File: config.mk
export PLATFORM = sky130hd
export DESIGN_NAME = triangle_sequencer
export DESIGN_NICKNAME = d
export VERILOG_FILES = /design/src/rtl/raster_pkg.sv /design/src/rtl/vertex_bank.sv /design/src/rtl/triangle_sequencer.sv
export SDC_FILE = /design/constraint.sdc
export NUM_CORES = 2
export LEC_CHECK = 0
export ABC_CLOCK_PERIOD_IN_PS = 3800
export CAP_MARGIN = 30
export CORE_MARGIN = 2
export CORE_UTILIZATION = 25
export CTS_BUF_LIST = sky130_fd_sc_hd__clkbuf_16
export DETAILED_ROUTE_END_ITERATION = 16
export GPL_ROUTABILITY_DRIVEN = 0
export PLACE_DENSITY_LB_ADDON = 0.08
export SYNTH_ARGS = -nofsm -noshare
export SYNTH_HDL_FRONTEND = slang
export SYNTH_SLANG_ARGS = --single-unit
export TNS_END_PERCENT = 100
File: constraint.sdc
create_clock -name clk_pix -period 3.8 [get_ports clk_pix]
set_input_delay 0.57 -clock clk_pix [delete_from_list [all_inputs] [get_ports clk_pix]]
set_output_delay 0.57 -clock clk_pix [all_outputs]
set_load 0.01 [all_outputs]
File: src/rtl/raster_pkg.sv
// Shared definitions for the triangle sequencer: frame sizing, the packed vertex
// type and the fetch FSM state encoding.
package raster_pkg;

  localparam int MAX_TRIS = 8;
  localparam int COORD_W  = 10;
  localparam int VERT_W   = 2 * COORD_W;

  typedef logic [VERT_W-1:0] vertex_t;

  typedef enum logic [1:0] {
    ST_IDLE  = 2'd0,
    ST_FETCH = 2'd1,
    ST_READY = 2'd2
  } state_t;

endpackage

File: src/rtl/vertex_bank.sv
// Double-buffered MAX_TRIS x 3 vertex store: the fetch side fills the back bank,
// a swap copies it and its valid mask to the front bank that the renderer reads.
module vertex_bank #(
  parameter int MAX_TRIS = raster_pkg::MAX_TRIS,
  parameter int VERT_W   = raster_pkg::VERT_W
) (
  input  logic                clk_i,
  input  logic                rst_i,
  input  logic                wr_en_i,
  input  logic [2:0]          wr_tri_i,
  input  logic [1:0]          wr_vert_i,
  input  logic [VERT_W-1:0]   wr_data_i,
  input  logic                swap_i,
  input  logic [MAX_TRIS-1:0] swap_mask_i,
  input  logic [2:0]          rd_tri_i,
  output logic [VERT_W-1:0]   rd_v0_o,
  output logic [VERT_W-1:0]   rd_v1_o,
  output logic [VERT_W-1:0]   rd_v2_o,
  output logic [MAX_TRIS-1:0] valid_o
);
  import raster_pkg::*;

  logic [VERT_W-1:0]   back_q  [MAX_TRIS][3];
  logic [VERT_W-1:0]   front_q [MAX_TRIS][3];
  logic [MAX_TRIS-1:0] valid_q;

  // Writes and swaps never coincide: writes happen only while fetching, swaps only once ready.
  always_ff @(posedge clk_i) begin
    if (rst_i) begin
      for (int i = 0; i < MAX_TRIS; i++) begin
        for (int j = 0; j < 3; j++) begin
          back_q[i][j]  <= '0;
          front_q[i][j] <= '0;
        end
      end
      valid_q <= '0;
    end else begin
      if (wr_en_i) begin
        back_q[wr_tri_i][wr_vert_i] <= wr_data_i;
      end
      if (swap_i) begin
        front_q <= back_q;
        valid_q <= swap_mask_i;
      end
    end
  end

  assign rd_v0_o = front_q[rd_tri_i][0];
  assign rd_v1_o = front_q[rd_tri_i][1];
  assign rd_v2_o = front_q[rd_tri_i][2];
  assign valid_o = valid_q;

endmodule

File: src/rtl/triangle_sequencer.sv
// Per-frame triangle loader: fetches vertices during vertical blanking into a back
// bank and swaps it to the front bank at the start of the next visible frame.
module triangle_sequencer #(
  parameter int MAX_TRIS = raster_pkg::MAX_TRIS,
  parameter int COORD_W  = raster_pkg::COORD_W
) (
  input  logic                 clk_pix,
  input  logic                 rst,
  input  logic                 vblank_start,
  input  logic                 frame_start,
  input  logic [3:0]           tri_count,
  output logic                 mem_req,
  output logic [4:0]           mem_addr,
  input  logic                 mem_ack,
  input  logic [2*COORD_W-1:0] mem_rdata,
  input  logic [2:0]           tri_sel,
  output logic [2*COORD_W-1:0] v0,
  output logic [2*COORD_W-1:0] v1,
  output logic [2*COORD_W-1:0] v2,
  output logic [MAX_TRIS-1:0]  tri_valid,
  output logic                 busy,
  output logic                 overrun
);
  import raster_pkg::*;

  state_t              state_q;
  logic [3:0]          n_q;
  logic [2:0]          t_q;
  logic [1:0]          v_q;
  logic                overrun_q;

  logic [3:0]          n_clamp;
  logic                xfer;
  logic                last_xfer;
  logic                swap;
  logic                start;
  logic [MAX_TRIS-1:0] swap_mask;

  assign n_clamp   = (tri_count > 4'(MAX_TRIS)) ? 4'(MAX_TRIS) : tri_count;
  assign xfer      = (state_q == ST_FETCH) && mem_ack;
  assign last_xfer = xfer && (v_q == 2'd2) && ({1'b0, t_q} == (n_q - 4'd1));
  assign swap      = (state_q == ST_READY) && frame_start;
  // A swap returns to IDLE, so a coincident vblank_start may start the next load at once.
  assign start     = vblank_start && ((state_q == ST_IDLE) || swap);
  assign swap_mask = ~({MAX_TRIS{1'b1}} << n_q);

  always_ff @(posedge clk_pix) begin
    if (rst) begin
      state_q   <= ST_IDLE;
      n_q       <= '0;
      t_q       <= '0;
      v_q       <= '0;
      overrun_q <= 1'b0;
    end else if (start) begin
      n_q     <= n_clamp;
      t_q     <= '0;
      v_q     <= '0;
      state_q <= (n_clamp == 4'd0) ? ST_READY : ST_FETCH;
    end else begin
      case (state_q)
        ST_FETCH: begin
          if (frame_start) begin
            overrun_q <= 1'b1;
          end
          if (last_xfer) begin
            t_q     <= '0;
            v_q     <= '0;
            state_q <= ST_READY;
          end else if (xfer) begin
            if (v_q == 2'd2) begin
              v_q <= '0;
              t_q <= t_q + 3'd1;
            end else begin
              v_q <= v_q + 2'd1;
            end
          end
        end
        ST_READY: begin
          if (frame_start) begin
            state_q <= ST_IDLE;
          end
        end
        default: ;
      endcase
    end
  end

  assign mem_req  = (state_q == ST_FETCH);
  assign busy     = (state_q == ST_FETCH);
  assign mem_addr = {t_q, v_q};
  assign overrun  = overrun_q;

  vertex_bank #(
    .MAX_TRIS (MAX_TRIS),
    .VERT_W   (2 * COORD_W)
  ) u_bank (
    .clk_i       (clk_pix),
    .rst_i       (rst),
    .wr_en_i     (xfer),
    .wr_tri_i    (t_q),
    .wr_vert_i   (v_q),
    .wr_data_i   (mem_rdata),
    .swap_i      (swap),
    .swap_mask_i (swap_mask),
    .rd_tri_i    (tri_sel),
    .rd_v0_o     (v0),
    .rd_v1_o     (v1),
    .rd_v2_o     (v2),
    .valid_o     (tri_valid)
  );

endmodule

==> results.toml <==
[routing]
wl_per_cell_um = 19.56
first_pass_iters = 5
vias = 27450
ant_nets = 0
viasPerCell = 4.440
routed_wl_mm = 121.0
drt_iter0_drc = 1496
drc = 0

[die]
start_util = 0.2515
die_h_um = 394.9
dieArea_mm2 = 0.1560
core_mm2 = 0.1519
num_rows = 143
die_x_um = 394.9
io_pins = 108

[cells_and_area]
drive_gt1_frac = 0.1147
final_cells = 6183
fillers = 16030
fin_nets = 4095
syn_to_final_growth_pct = 17.41

[worst_hold_path]
min_path_type = "input pin to flip-flop"
hold_path.startpoint = "rst"

[synth]
synthCells = 4082
yosysSeqAreaShare = 0.5136
synth_seq_cells = 980
syn_nets = 4118
synth_common_cells = "nand2_1, dfxtp_1, a21oi_1, nor2_1, mux2i_1"
synthDistinctLibCells = 43
syn_avg_cell_area_um2 = 9.359
synth_area_mm2 = 0.03820
yosysMostFrequentCell = "nand2_1"
yosys-top-cells-area = "dfxtp_1, mux2i_1, nand2_1, mux4_2, a21oi_1"
yosys_warnings = 0
synth_edf_count = 0
postSynth.asyncResetShare = 0
yosysTopAreaCell = "dfxtp_1"
synth_flop_cell = "dfxtp_1"
synth_top_area_frac = 0.5136

[critical_path]
critPathCaptureType = "output pin"
cp-start-kind = "input pin"
cp-startpoint = "tri_sel[0]"
r2r-start = "t_q[2]$_SDFFE_PP0P_"
crit_required_ns = 3.23
crit_type = "input pin to output pin"
crit_path_max_fanout = 12
critPathArrivalTime_ns = 2.55

[sta]
worst_pin_slew_ns = 0.8288
tns_ns = 0
fin_crit_ns = 3.122
fin_crit_sh = 0.8216
slew_headroom = 0.4475
skew_ns = 0.03350
rsz0062_at_grt = "no"
hold_viol = 0
fmax_ghz = 0.3203
setup-violations-final = 0
setup_ws_ns = 0.6779
finalMaxSlewViolations = 0

[pwr]
pwr-share-clk = 0.476
p_int_w = 0.01628
comb_power_share = 0.045
p_switching_w = 0.005261
total_power_w = 0.02154
peakVddDrop_uv = 355.8
leakage_nw = 17.30
powerDensity_mw_per_mm2 = 480.3
power_frac_seq = 0.479
swShare = 0.2442

[flow_run]
cap_violations = 0

[placement]
port_buffers = 107
dp_hpwl_mm = 69.74
placed_cells = 5970
dp_slack_ns = 0.6488

[cts]
clkSinkCount = 980
path_clk_slew_ns = 0.06
clock_path_buffers = 3
cts_resized = 0
cts_setup_buffers = 0
clock-root-buffer = "clkbuf_16"
clock_latency_ns = 0.73
htreeDepth = 3
postCtsHoldBufs = 0
cts_buffers = 117
cts_tree = "yes"

[grt]
grt_pass1_vias = 27560
grt_overflow = 0
grt_pass1_wl_mm = 182.6
antenna_found_initial = 4
grt_usage = 0.1532
grt_max_degree = 134

[run_status]
status = "complete, no violations"
## flip-flops by register name, indices dropped and copies added, names as in the netlist
| signal | flops |
|---|---|
| t_q | 3 |
| state_q | 2 |
| overrun | 1 |
| u_bank.front_q | 480 |
| u_bank.back_q | 480 |
| v_q | 2 |
| n_q | 4 |
| u_bank.valid_o | 8 |
## layout by cell type (no fill, tap or decap), types with 3 or more instances in the layout
cell type and count:
nand3_1 3, a211oi_1 3, ha_1 4, nand3b_1 3
mux4_2 120, clkinvlp_4 3, and3b_1 3, a21oi_1 527
and3_1 3, mux2i_1 441, xor2_1 4, and3_2 6
nor3_1 7, dfxtp_1 980, inv_1 38, nand3_2 16
nor2_1 453, clkbuf_16 119, clkinv_2 22, nor2b_1 4
clkinv_1 27, nand2_1 1053, buf_12 42, mux2_2 60
clkdlybuf4s50_1 102, inv_6 3, buf_4 70
## final timing paths
path | slack, ns | end | cells after the start
hold / removal | 0.22 | overrun$_SDFFE_PP0P_ | 2
setup reg to reg | 1.36 | u_bank.back_q[161]$_SDFFE_PP0P_ | 5
hold reg to reg | 0.44 | u_bank.front_q[356]$_SDFFE_PP0P_ | 2
setup / recovery | 0.68 | v2[18] | 5
## final cells by class
cell class / count / area [um2] / share of cell area
repair buffers: 218 / 2434 / 0.05426
diodes: 2 / 5.005 / 0.0001116
multi-input cells: 2737 / 16780 / 0.3742
well taps: 2030 / 2540 / 0.05663
inverters: 5 / 18.77 / 0.0004184
clock inverters: 92 / 476.7 / 0.01063
clock buffers: 119 / 2978 / 0.06639
flip-flops and latches: 980 / 19620 / 0.4374
## kinds of logic (layout without fill, tap and decap cells)
group	count (synthesis)	in the layout	share of synthesized area
compound gates	538	538	0.07127
xor+xnor	6	6	0.001376
fa+ha+maj	4	4	0.001310
buf+inv	365	434	0.04903
flops	980	980	0.5136
mux	621	621	0.2040
other cells	0	2	0
simple gates	1568	1568	0.1595
## worst max-delay path: stages
cell	delay, ns
buf_8	0.20
buf_4	0.32
mux4_2	0.54
mux2_2	0.37
clkdlybuf4s50_1	0.51
## power groups by stage
stage                     sequential (W)  combinational [W]  clock, W
final                             0.0103           0.000960    0.0103
after detailed placement          0.0105            0.00100         0
after floorplan                   0.0105           0.000555         0
after CTS                         0.0103            0.00101    0.0107
after global placement            0.0105            0.00101         0
after global routing              0.0103            0.00105    0.0111
## layer usage
| metal | GRT usage | up-vias | part of all wire |
|---|---|---|---|
| met3 | 0.02327 | 117 | 0.033 |
| met2 | 0.2484 | 310 | 0.46 |
| li1 | - | 13560 | - |
| met1 | 0.2133 | 13470 | 0.49 |
| met5 | 0 | - | 0 |
| met4 | 0.03592 | 0 | 0.015 |
## stage by stage
| stage | hold WS [ns] | cell area (um2) | utilization |
|---|---|---|---|
| final | 0.2161 | 44850 | 0.2953 |
| after global routing | 0.2383 | 44850 | 0.2952 |
| after CTS | 0.1852 | 44850 | 0.2952 |
| after detailed placement | 0.4432 | 41390 | 0.2725 |
| after global placement | 0.4379 | 41390 | 0.2725 |
| after floorplan | 0.4312 | 38200 | - |
(Power assumes the default switching activity.)
